$ cat src/rtl/mdu_sequencer.sv
// Multi-cycle multiply/divide sequencer owning the MIPS HI/LO registers.
// Optional `MDU_DIV0_FLAG_EN adds a div0 pulse for divide-by-zero completions.
module mdu_sequencer #(
  parameter int unsigned DIV_CYCLES = 32
) (
  input  logic        clk,
  input  logic        rst,
  input  logic        start,
  input  logic [2:0]  op,
  input  logic [31:0] a,
  input  logic [31:0] b,
  input  logic        flush,
  output logic        busy,
  output logic        done,
  output logic [31:0] hi,
  output logic [31:0] lo
`ifdef MDU_DIV0_FLAG_EN
  ,
  output logic        div0
`endif
);

  typedef enum logic [1:0] {StIdle, StMul, StDiv, StFix} state_e;

  localparam logic [4:0] LastStep = 5'(DIV_CYCLES - 1);

  state_e      state_q, state_d;
  logic [31:0] hi_q, hi_d, lo_q, lo_d;
  logic        done_q, done_d;
  logic [4:0]  cnt_q, cnt_d;
  logic [31:0] opa_q, opa_d, opb_q, opb_d;
  logic        sgn_q, sgn_d;
  logic [31:0] rem_q, rem_d, quo_q, quo_d, dvs_q, dvs_d;
  logic        qneg_q, qneg_d, rneg_q, rneg_d, dz_q, dz_d;

  logic [63:0] mul_a, mul_b, product;
  logic [32:0] shifted, diff;
  logic        sdiv;

  always_comb begin
    mul_a   = {{32{sgn_q & opa_q[31]}}, opa_q};
    mul_b   = {{32{sgn_q & opb_q[31]}}, opb_q};
    product = mul_a * mul_b;
    // Restoring step: shift next dividend bit into the partial remainder, try subtract.
    shifted = {rem_q, quo_q[31]};
    diff    = shifted - {1'b0, dvs_q};
    sdiv    = (op == 3'd2);

    state_d = state_q;
    hi_d    = hi_q;
    lo_d    = lo_q;
    done_d  = 1'b0;
    cnt_d   = cnt_q;
    opa_d   = opa_q;
    opb_d   = opb_q;
    sgn_d   = sgn_q;
    rem_d   = rem_q;
    quo_d   = quo_q;
    dvs_d   = dvs_q;
    qneg_d  = qneg_q;
    rneg_d  = rneg_q;
    dz_d    = dz_q;

    unique case (state_q)
      StIdle: begin
        if (start && !flush) begin
          case (op)
            3'd0, 3'd1: begin
              opa_d   = a;
              opb_d   = b;
              sgn_d   = (op == 3'd0);
              state_d = StMul;
            end
            3'd2, 3'd3: begin
              opa_d   = a;
              dz_d    = (b == 32'd0);
              quo_d   = (sdiv && a[31]) ? -a : a;
              dvs_d   = (sdiv && b[31]) ? -b : b;
              rem_d   = 32'd0;
              qneg_d  = sdiv & (a[31] ^ b[31]);
              rneg_d  = sdiv & a[31];
              cnt_d   = 5'd0;
              state_d = StDiv;
            end
            3'd4:    hi_d = a;
            3'd5:    lo_d = a;
            default: ;
          endcase
        end
      end
      StMul: begin
        {hi_d, lo_d} = product;
        done_d       = 1'b1;
        state_d      = StIdle;
      end
      StDiv: begin
        if (!diff[32]) begin
          rem_d = diff[31:0];
          quo_d = {quo_q[30:0], 1'b1};
        end else begin
          rem_d = shifted[31:0];
          quo_d = {quo_q[30:0], 1'b0};
        end
        cnt_d = cnt_q + 5'd1;
        if (cnt_q == LastStep) state_d = StFix;
      end
      StFix: begin
        if (dz_q) begin
          hi_d = opa_q;
          lo_d = 32'hFFFF_FFFF;
        end else begin
          hi_d = rneg_q ? -rem_q : rem_q;
          lo_d = qneg_q ? -quo_q : quo_q;
        end
        done_d  = 1'b1;
        state_d = StIdle;
      end
      default: state_d = StIdle;
    endcase

    if (flush && state_q != StIdle) begin
      state_d = StIdle;
      hi_d    = hi_q;
      lo_d    = lo_q;
      done_d  = 1'b0;
      cnt_d   = 5'd0;
    end
  end

  always_ff @(posedge clk) begin
    if (rst) begin
      state_q <= StIdle;
      hi_q    <= 32'd0;
      lo_q    <= 32'd0;
      done_q  <= 1'b0;
      cnt_q   <= 5'd0;
      opa_q   <= 32'd0;
      opb_q   <= 32'd0;
      sgn_q   <= 1'b0;
      rem_q   <= 32'd0;
      quo_q   <= 32'd0;
      dvs_q   <= 32'd0;
      qneg_q  <= 1'b0;
      rneg_q  <= 1'b0;
      dz_q    <= 1'b0;
    end else begin
      state_q <= state_d;
      hi_q    <= hi_d;
      lo_q    <= lo_d;
      done_q  <= done_d;
      cnt_q   <= cnt_d;
      opa_q   <= opa_d;
      opb_q   <= opb_d;
      sgn_q   <= sgn_d;
      rem_q   <= rem_d;
      quo_q   <= quo_d;
      dvs_q   <= dvs_d;
      qneg_q  <= qneg_d;
      rneg_q  <= rneg_d;
      dz_q    <= dz_d;
    end
  end

  assign busy = (state_q != StIdle);
  assign done = done_q;
  assign hi   = hi_q;
  assign lo   = lo_q;

`ifdef MDU_DIV0_FLAG_EN
  logic div0_q;

  always_ff @(posedge clk) begin
    if (rst) div0_q <= 1'b0;
    else     div0_q <= (state_q == StFix) && dz_q && !flush;
  end

  assign div0 = div0_q;
`endif

endmodule
$ cat config.mk
export PLATFORM = sky130hd
export DESIGN_NAME = mdu_sequencer
export DESIGN_NICKNAME = d
export VERILOG_FILES = /design/src/rtl/mdu_sequencer.sv
export SDC_FILE = /design/constraint.sdc
export NUM_CORES = 2
export LEC_CHECK = 0
export ABC_AREA = 1
export CAP_MARGIN = 20
export CORE_MARGIN = 2
export CORE_UTILIZATION = 50
export CTS_CLUSTER_DIAMETER = 200
export DETAILED_ROUTE_END_ITERATION = 16
export HOLD_SLACK_MARGIN = 0.12
export PLACE_DENSITY = 0.76
export SETUP_SLACK_MARGIN = 0.5
export SLEW_MARGIN = 10
export SYNTH_ARGS = -nofsm -noshare
export SYNTH_HDL_FRONTEND = slang
export SYNTH_SLANG_ARGS = --single-unit
export TNS_END_PERCENT = 5
$ cat constraint.sdc
create_clock -name clk -period 11.3 [get_ports clk]
set_input_delay 1.13 -clock clk [delete_from_list [all_inputs] [get_ports clk]]
set_output_delay 1.13 -clock clk [all_outputs]
set_load 0.05 [all_outputs]
Word level (Yosys, flattened, before mapping)

Cells that the tools add are included.

Bits of input ports: 71
Output and inout bits: 66
Register bits: 236
Logic and storage cells: 93

$add $sub $neg: 6
Bitwise logic cells: 6
Multiply operators: 1
Muxes and demuxes: 28
Eq/ne operators: 15
Reduce and logical (&&, ||, !) cells: 23

Operator list:

| kind                                                                     | count |
|---|---|
| 32-bit 2-to-1 mux                                                        | 15 |
| 32-bit one-hot mux with 3 select lines                                   | 2 |
| 32-bit negator                                                           | 4 |
| 32-bit one-hot mux with 2 select lines                                   | 2 |
| 33-bit by 33-bit multiplier with 64-bit output                           | 1 |
| 33-bit by 32-bit subtractor with 33-bit output                           | 1 |
| 32-bit logical NOT                                                       | 1 |
| 3-bit AND reduction                                                      | 5 |
| 5-bit 2-to-1 mux                                                         | 2 |
| 5-bit one-hot mux with 2 select lines                                    | 1 |
| 4-bit AND reduction                                                      | 2 |
| 2-bit OR reduction                                                       | 4 |
| 3-bit by 2-bit equality test with 1-bit output (second input constant)   | 2 |
| 3-bit equality test (second input constant)                              | 2 |
| 2-bit by 1-bit inequality test with 1-bit output (second input constant) | 3 |
| 2-bit one-hot mux with 3 select lines                                    | 1 |
| 5-bit by 1-bit adder with 5-bit output (second input constant)           | 1 |
| 5-bit equality test (second input constant)                              | 1 |
| 1-bit bitwise AND                                                        | 4 |
| 2-bit equality test (second input constant)                              | 2 |
| 1-bit logical AND                                                        | 4 |
| 2-bit 2-to-1 mux                                                         | 2 |
| 2-bit inequality test (second input constant)                            | 2 |
| 2-bit one-hot mux with 2 select lines                                    | 1 |
| other kinds (12)                                                         | 14 |

Depth between registers and ports, before layout

Depth after elaboration: 6
Mapped depth: 36
Depth with buffers taken out: 34

Worst setup path after synthesis

No wires, ideal clock.

Path type: register to register
From: reg opa_q[31]
To: reg hi_q[31], in the netlist hi[31]
Buffers on the path: 3
Clock period less this slack: 7.517 ns
Library setup time: 0.070 ns
Slack: 3.783 ns
Cell stages (with the launch flop): 31
Arrival time: 7.447 ns
Required time: 11.230 ns
Cell sequence: dfxtp_1 > buf_2 > nand2_1 > clkbuf_1 > buf_1 > nor2_1 > fa_1 > inv_1 > fa_1 > inv_1 > fa_1 > inv_1 > fa_1 > fa_1 > inv_1 > fa_1 > inv_1 > fa_1 > fa_1 > inv_1 > ha_1 > nand2_1 > nor3_1 > nand2_1 > nor3_1 > nand2_1 > nand2_1 > inv_1 > nand2_1 > nand3_1 > a21oi_1

Cells in the longest elaborated chain, start to end: 3
Elaborated cells between the ends (all ways): 4
Classes of those cells: mul: 1; mux: 2; bitwise: 1

RTL lines:

| what                                           | line | source |
|---|---|---|
| start: declaration                             | 31   | `logic [31:0] opa_q, opa_d, opb_q, opb_d;` |
| start signal: assignment                       | 152  | `opa_q <= opa_d;` |
| 1-bit bitwise AND                              | 41   | `mul_a = {{32{sgn_q & opa_q[31]}}, opa_q};` |
| 33-bit by 33-bit multiplier with 64-bit output | 43   | `product = mul_a * mul_b;` |
| 32-bit one-hot mux with 3 select lines (*)     | 64   | `unique case (state_q)` |
| end signal: assignment                         | 148  | `hi_q <= hi_d;` |
| end: declaration                               | 28   | `logic [31:0] hi_q, hi_d, lo_q, lo_d;` |

Mark *: on every way between the ends. The rest lies on a longest branch, timed or not.
A chain may end at the register's enable or synchronous reset.

Final worst setup path

From: reg opb_q[0]
To: reg hi_q[20], in the netlist hi[20]

Cells in the longest elaborated chain, start to end: 2

RTL lines:

| what                                           | line | source |
|---|---|---|
| start: declaration                             | 31   |  |
| start signal: assignment                       | 153  | `opb_q <= opb_d;` |
| 33-bit by 33-bit multiplier with 64-bit output | 43   |  |
| 32-bit one-hot mux with 3 select lines         | 64   |  |

No other way between the ends.

==> summary.md <==
| Metric | Value |
|---|---|
| Proportion of synthesized chip area in sequential cells | `8.46%` |
| Crit. End Element | `flop` |
| Total Routing Usage GR | `33.8%` |
| Run status | `completed` |
| Setup CP Type | `flop to flop` |
| # diodes | `0` |
| Layout area overhead | `6.24%` |
| Maximum fanout encountered on the critical timing path | `21` |
| Router iterations before antenna repair | `8` |
| Post-CTS Hold Buffers | `0` |
| DRC Markers | `0` |
| Share of cells above drive strength 1 | `3.20%` |
| Switching part of the total | `41.8%` |
| Die area | `0.114 mm^2` |
| Antenna violations before repair | `2` |
| Total routed wirelength | `192000 um` |
| DRC marker count from the first detailed-route iteration | `4455` |
| Clock period minus final worst setup slack | `8770 ps` |
| Leading register cell type out of synthesis | `sky130_fd_sc_hd__dfxtp_1` |
| Largest net degree at the start of global routing | `86` |
| Worst min-delay path class | `flop to flop` |
| Final hold violations | `0` |
| Clk slew on worst S/H paths | `60 ps` |
| Setup violation total in the final timing report | `0` |
| Share of Yosys cell area claimed by the top area cell type | `40.4%` |
| Fraction of synthesis flops using an asynchronous set or reset pin | `0%` |
| Design Area, Final | `0.0593 mm^2` |
| Psw | `0.00133 W` |
| Critical Path RT | `11790 ps` |
| Share of power burned in the clock network | `34.2%` |
| Number of global-route vias before repair | `51000` |
| Core Region | `0.111 mm^2` |
| First-pass GRT wire length | `299000 um` |
| Vias/cell | `5.48` |
| Clock buffers created by TritonCTS | `31` |
| Top post-synthesis cells by count | `sky130_fd_sc_hd__inv_1, sky130_fd_sc_hd__nand2_1, sky130_fd_sc_hd__fa_1` |
| Slew HR | `32.5%` |
| Post-Syn Nets | `9139` |
| Total of flip-flops plus latches after synthesis | `236` |
| Top cell family by delay on the critical path | `adder cells` |
| Startpoint Class | `flop` |
| Post-CTS Setup Bufs | `0` |
| Bufs on Longest Clock Path | `3` |
| Period Utilization, post-route | `77.6%` |
| Width of the die | `338 um` |
| Maximum clock frequency | `114 MHz` |
| Clk_skew | `51.1 ps` |
| H-Tree Depth | `1` |
| Count of final max-slew check failures | `0` |
| Netlist Area Pre-Place | `0.0558 mm^2` |
| Gate count of the mapped netlist | `7692` |
| Per-cell routed wire length | `21.2 um` |
| CTS tree | `built` |
| Arrival time at the worst endpoint | `9270 ps` |
| Root buffer cell | `sky130_fd_sc_hd__clkbuf_16` |
| Pwr Density | `53.5 mW/mm^2` |
| Total Nets Final | `9007` |
| Synth warn | `0` |
| Height of the die | `338 um` |
| Mean post-synth cell area | `7.26 um^2` |
| Max rail drop VDD | `0.117 mV` |
| Cell internal power dissipation | `0.00185 W` |
| Setup repair after global routing missed its margin | `no` |
| Count of vias placed by the detailed router | `49700` |
| Synth area leaders | `sky130_fd_sc_hd__fa_1, sky130_fd_sc_hd__inv_1, sky130_fd_sc_hd__nand2_1` |
| Routability cong. | `1.03` |
| Most frequently used cell type in the post-synthesis netlist | `sky130_fd_sc_hd__inv_1` |
| Starting Density | `50.5%` |
| Post-layout util | `53.6%` |
| Number of cell rows | `122` |
| Transition time at the pin with the least slew margin | `1010 ps` |
| Accumulated negative setup slack | `0 ps` |
| Most frequent cell on the critical path | `sky130_fd_sc_hd__fa_1` |
| Number of unique standard cell types used by synthesis | `51` |
| # fillers | `10600` |
| Total buffers and inverters traversed by the critical path | `7` |
| Library cell contributing the largest single delay on the critical path | `sky130_fd_sc_hd__dfxtp_1` |
| Max-cap violation count | `0` |
| Largest area contributor in the synthesized netlist | `sky130_fd_sc_hd__fa_1` |
| Share of total power in combinational logic | `36.9%` |
| CTS Sinks | `236` |
| Number of top-level design ports | `137` |
| Hpwl dp | `159000 um` |
| ANT nets after route | `0` |
| Post-DP Area | `0.0582 mm^2` |
| Slowest stage delay, CP | `980 ps` |
| Leakage Power | `31.8 nW` |
| Total gr overflow | `0` |
| Fraction of power consumed by sequential logic | `28.9%` |
| Count of buffers inserted at the top-level ports | `136` |
| Number of synthesized flops with an enable pin | `0` |
| Insertion delay to the later sink of the worst-skew pair | `640 ps` |
| CTS resizes | `0` |
-- placed cells by master, fill, tap and decap left out, drive strengths merged, types with 5 or more instances in the layout --
| master | netlist | layout |
|---|---|---|
| fa | 1126 | 1126 |
| nand4 | 43 | 43 |
| bufinv | 0 | 5 |
| o21ai | 326 | 326 |
| inv | 1937 | 1940 |
| a221oi | 11 | 11 |
| clkbuf | 341 | 38 |
| xnor2 | 29 | 29 |
| a21oi | 370 | 370 |
| nand3 | 321 | 321 |
| a31oi | 20 | 20 |
| a211oi | 5 | 5 |
| ha | 250 | 250 |
| a21o | 5 | 5 |
| nor4 | 11 | 11 |
| dfxtp | 236 | 236 |
| clkinv | 6 | 11 |
| nor2 | 503 | 503 |
| o31ai | 6 | 6 |
| buf | 44 | 85 |
| o21bai | 16 | 16 |
| clkdlybuf4s50 | 0 | 135 |
| a22oi | 8 | 8 |
| nand3b | 14 | 14 |
| nand2 | 1913 | 1913 |
| o211ai | 15 | 15 |
| xor2 | 25 | 25 |
| a21boi | 25 | 25 |
| nor3 | 55 | 55 |
| or2 | 12 | 12 |
-- layout make-up --
| type | instances | area [um^2] | share of cell area (%) |
|---|---|---|---|
| Tap cell | 1488 | 1860 | 3.14 |
| Inverter | 1943 | 7290 | 12.3 |
| Sequential cell | 236 | 4740 | 7.99 |
| Multi-Input combinational cell | 5128 | 42300 | 71.4 |
| Clock buffer | 38 | 842 | 1.42 |
| Clock inverter | 17 | 239 | 0.403 |
| Timing Repair Buffer | 220 | 2010 | 3.39 |
-- worst reg2reg max path: cells and delay by family, from the launching register on --
| kind | cells | cell delay, ps |
|---|---|---|
| buffers and inverters | 7 | 870 |
| AND/OR/NAND/NOR | 12 | 1660 |
| flip-flops | 1 | 980 |
| adder cells (fa/ha/maj) | 9 | 5170 |
-- flip-flops by register name (all words and copies together) (netlist names) --
signal / cells
sgn_q: 1
rem_q: 32
dz_q: 1
qneg_q: 1
state_q: 2
opa_q: 32
cnt_q: 5
dvs_q: 32
hi: 32
opb_q: 32
done: 1
rneg_q: 1
lo: 32
quo_q: 32
-- path summary, 6_finish.rpt --
path / start / endpoint / slack (ps) / depth (start not counted)
min: cnt_q[4] / cnt_q[4] / 470 / 2
min reg2reg: cnt_q[4] / cnt_q[4] / 470 / 2
max: opb_q[0] / hi[20] / 2530 / 28
max reg2reg: opb_q[0] / hi[20] / 2530 / 28
-- layer usage --
metal	vias to the layer above	track usage [%]	share of wire [%]
met1	24600	44.9	40
met2	2260	55.7	47
met4	2	14.4	5.0
met5	-	0	0.0057
li1	22300	-	-
met3	489	4.49	7.9
-- power by group through the flow --
stage	Clock, W	Sequential (W)	Combinational, W
3_5_place_dp	0	0.000932	0.00114
5_1_grt	0.00112	0.000919	0.00127
2_1_floorplan	0	0.000939	0.000717
6_report	0.00109	0.000917	0.00117
4_1_cts	0.00109	0.000915	0.00115
3_3_place_gp	0	0.000932	0.00113
-- metrics by stage --
step           hold slack [ps]  total power [W]  cells  setup slack (ps)
4_1_cts                    472          0.00316   9069              2540
3_3_place_gp               454          0.00206   9014              2730
5_1_grt                    497          0.00331   9070              2040
2_1_floorplan              445          0.00166   7692              3780
6_report                   466          0.00317   9070              2530
3_5_place_dp               462          0.00207   9014              2590
-- logic make-up after synthesis --
kind of cell | Yosys count | synth area share (%)
compound gates | 821 | 8.02
xor+xnor | 54 | 0.847
fa+ha+maj | 1376 | 46.0
buf+inv | 2328 | 15.8
flops | 236 | 8.46
simple gates | 2877 | 20.9
No activity file was read; power rests on OpenSTA's default activity.
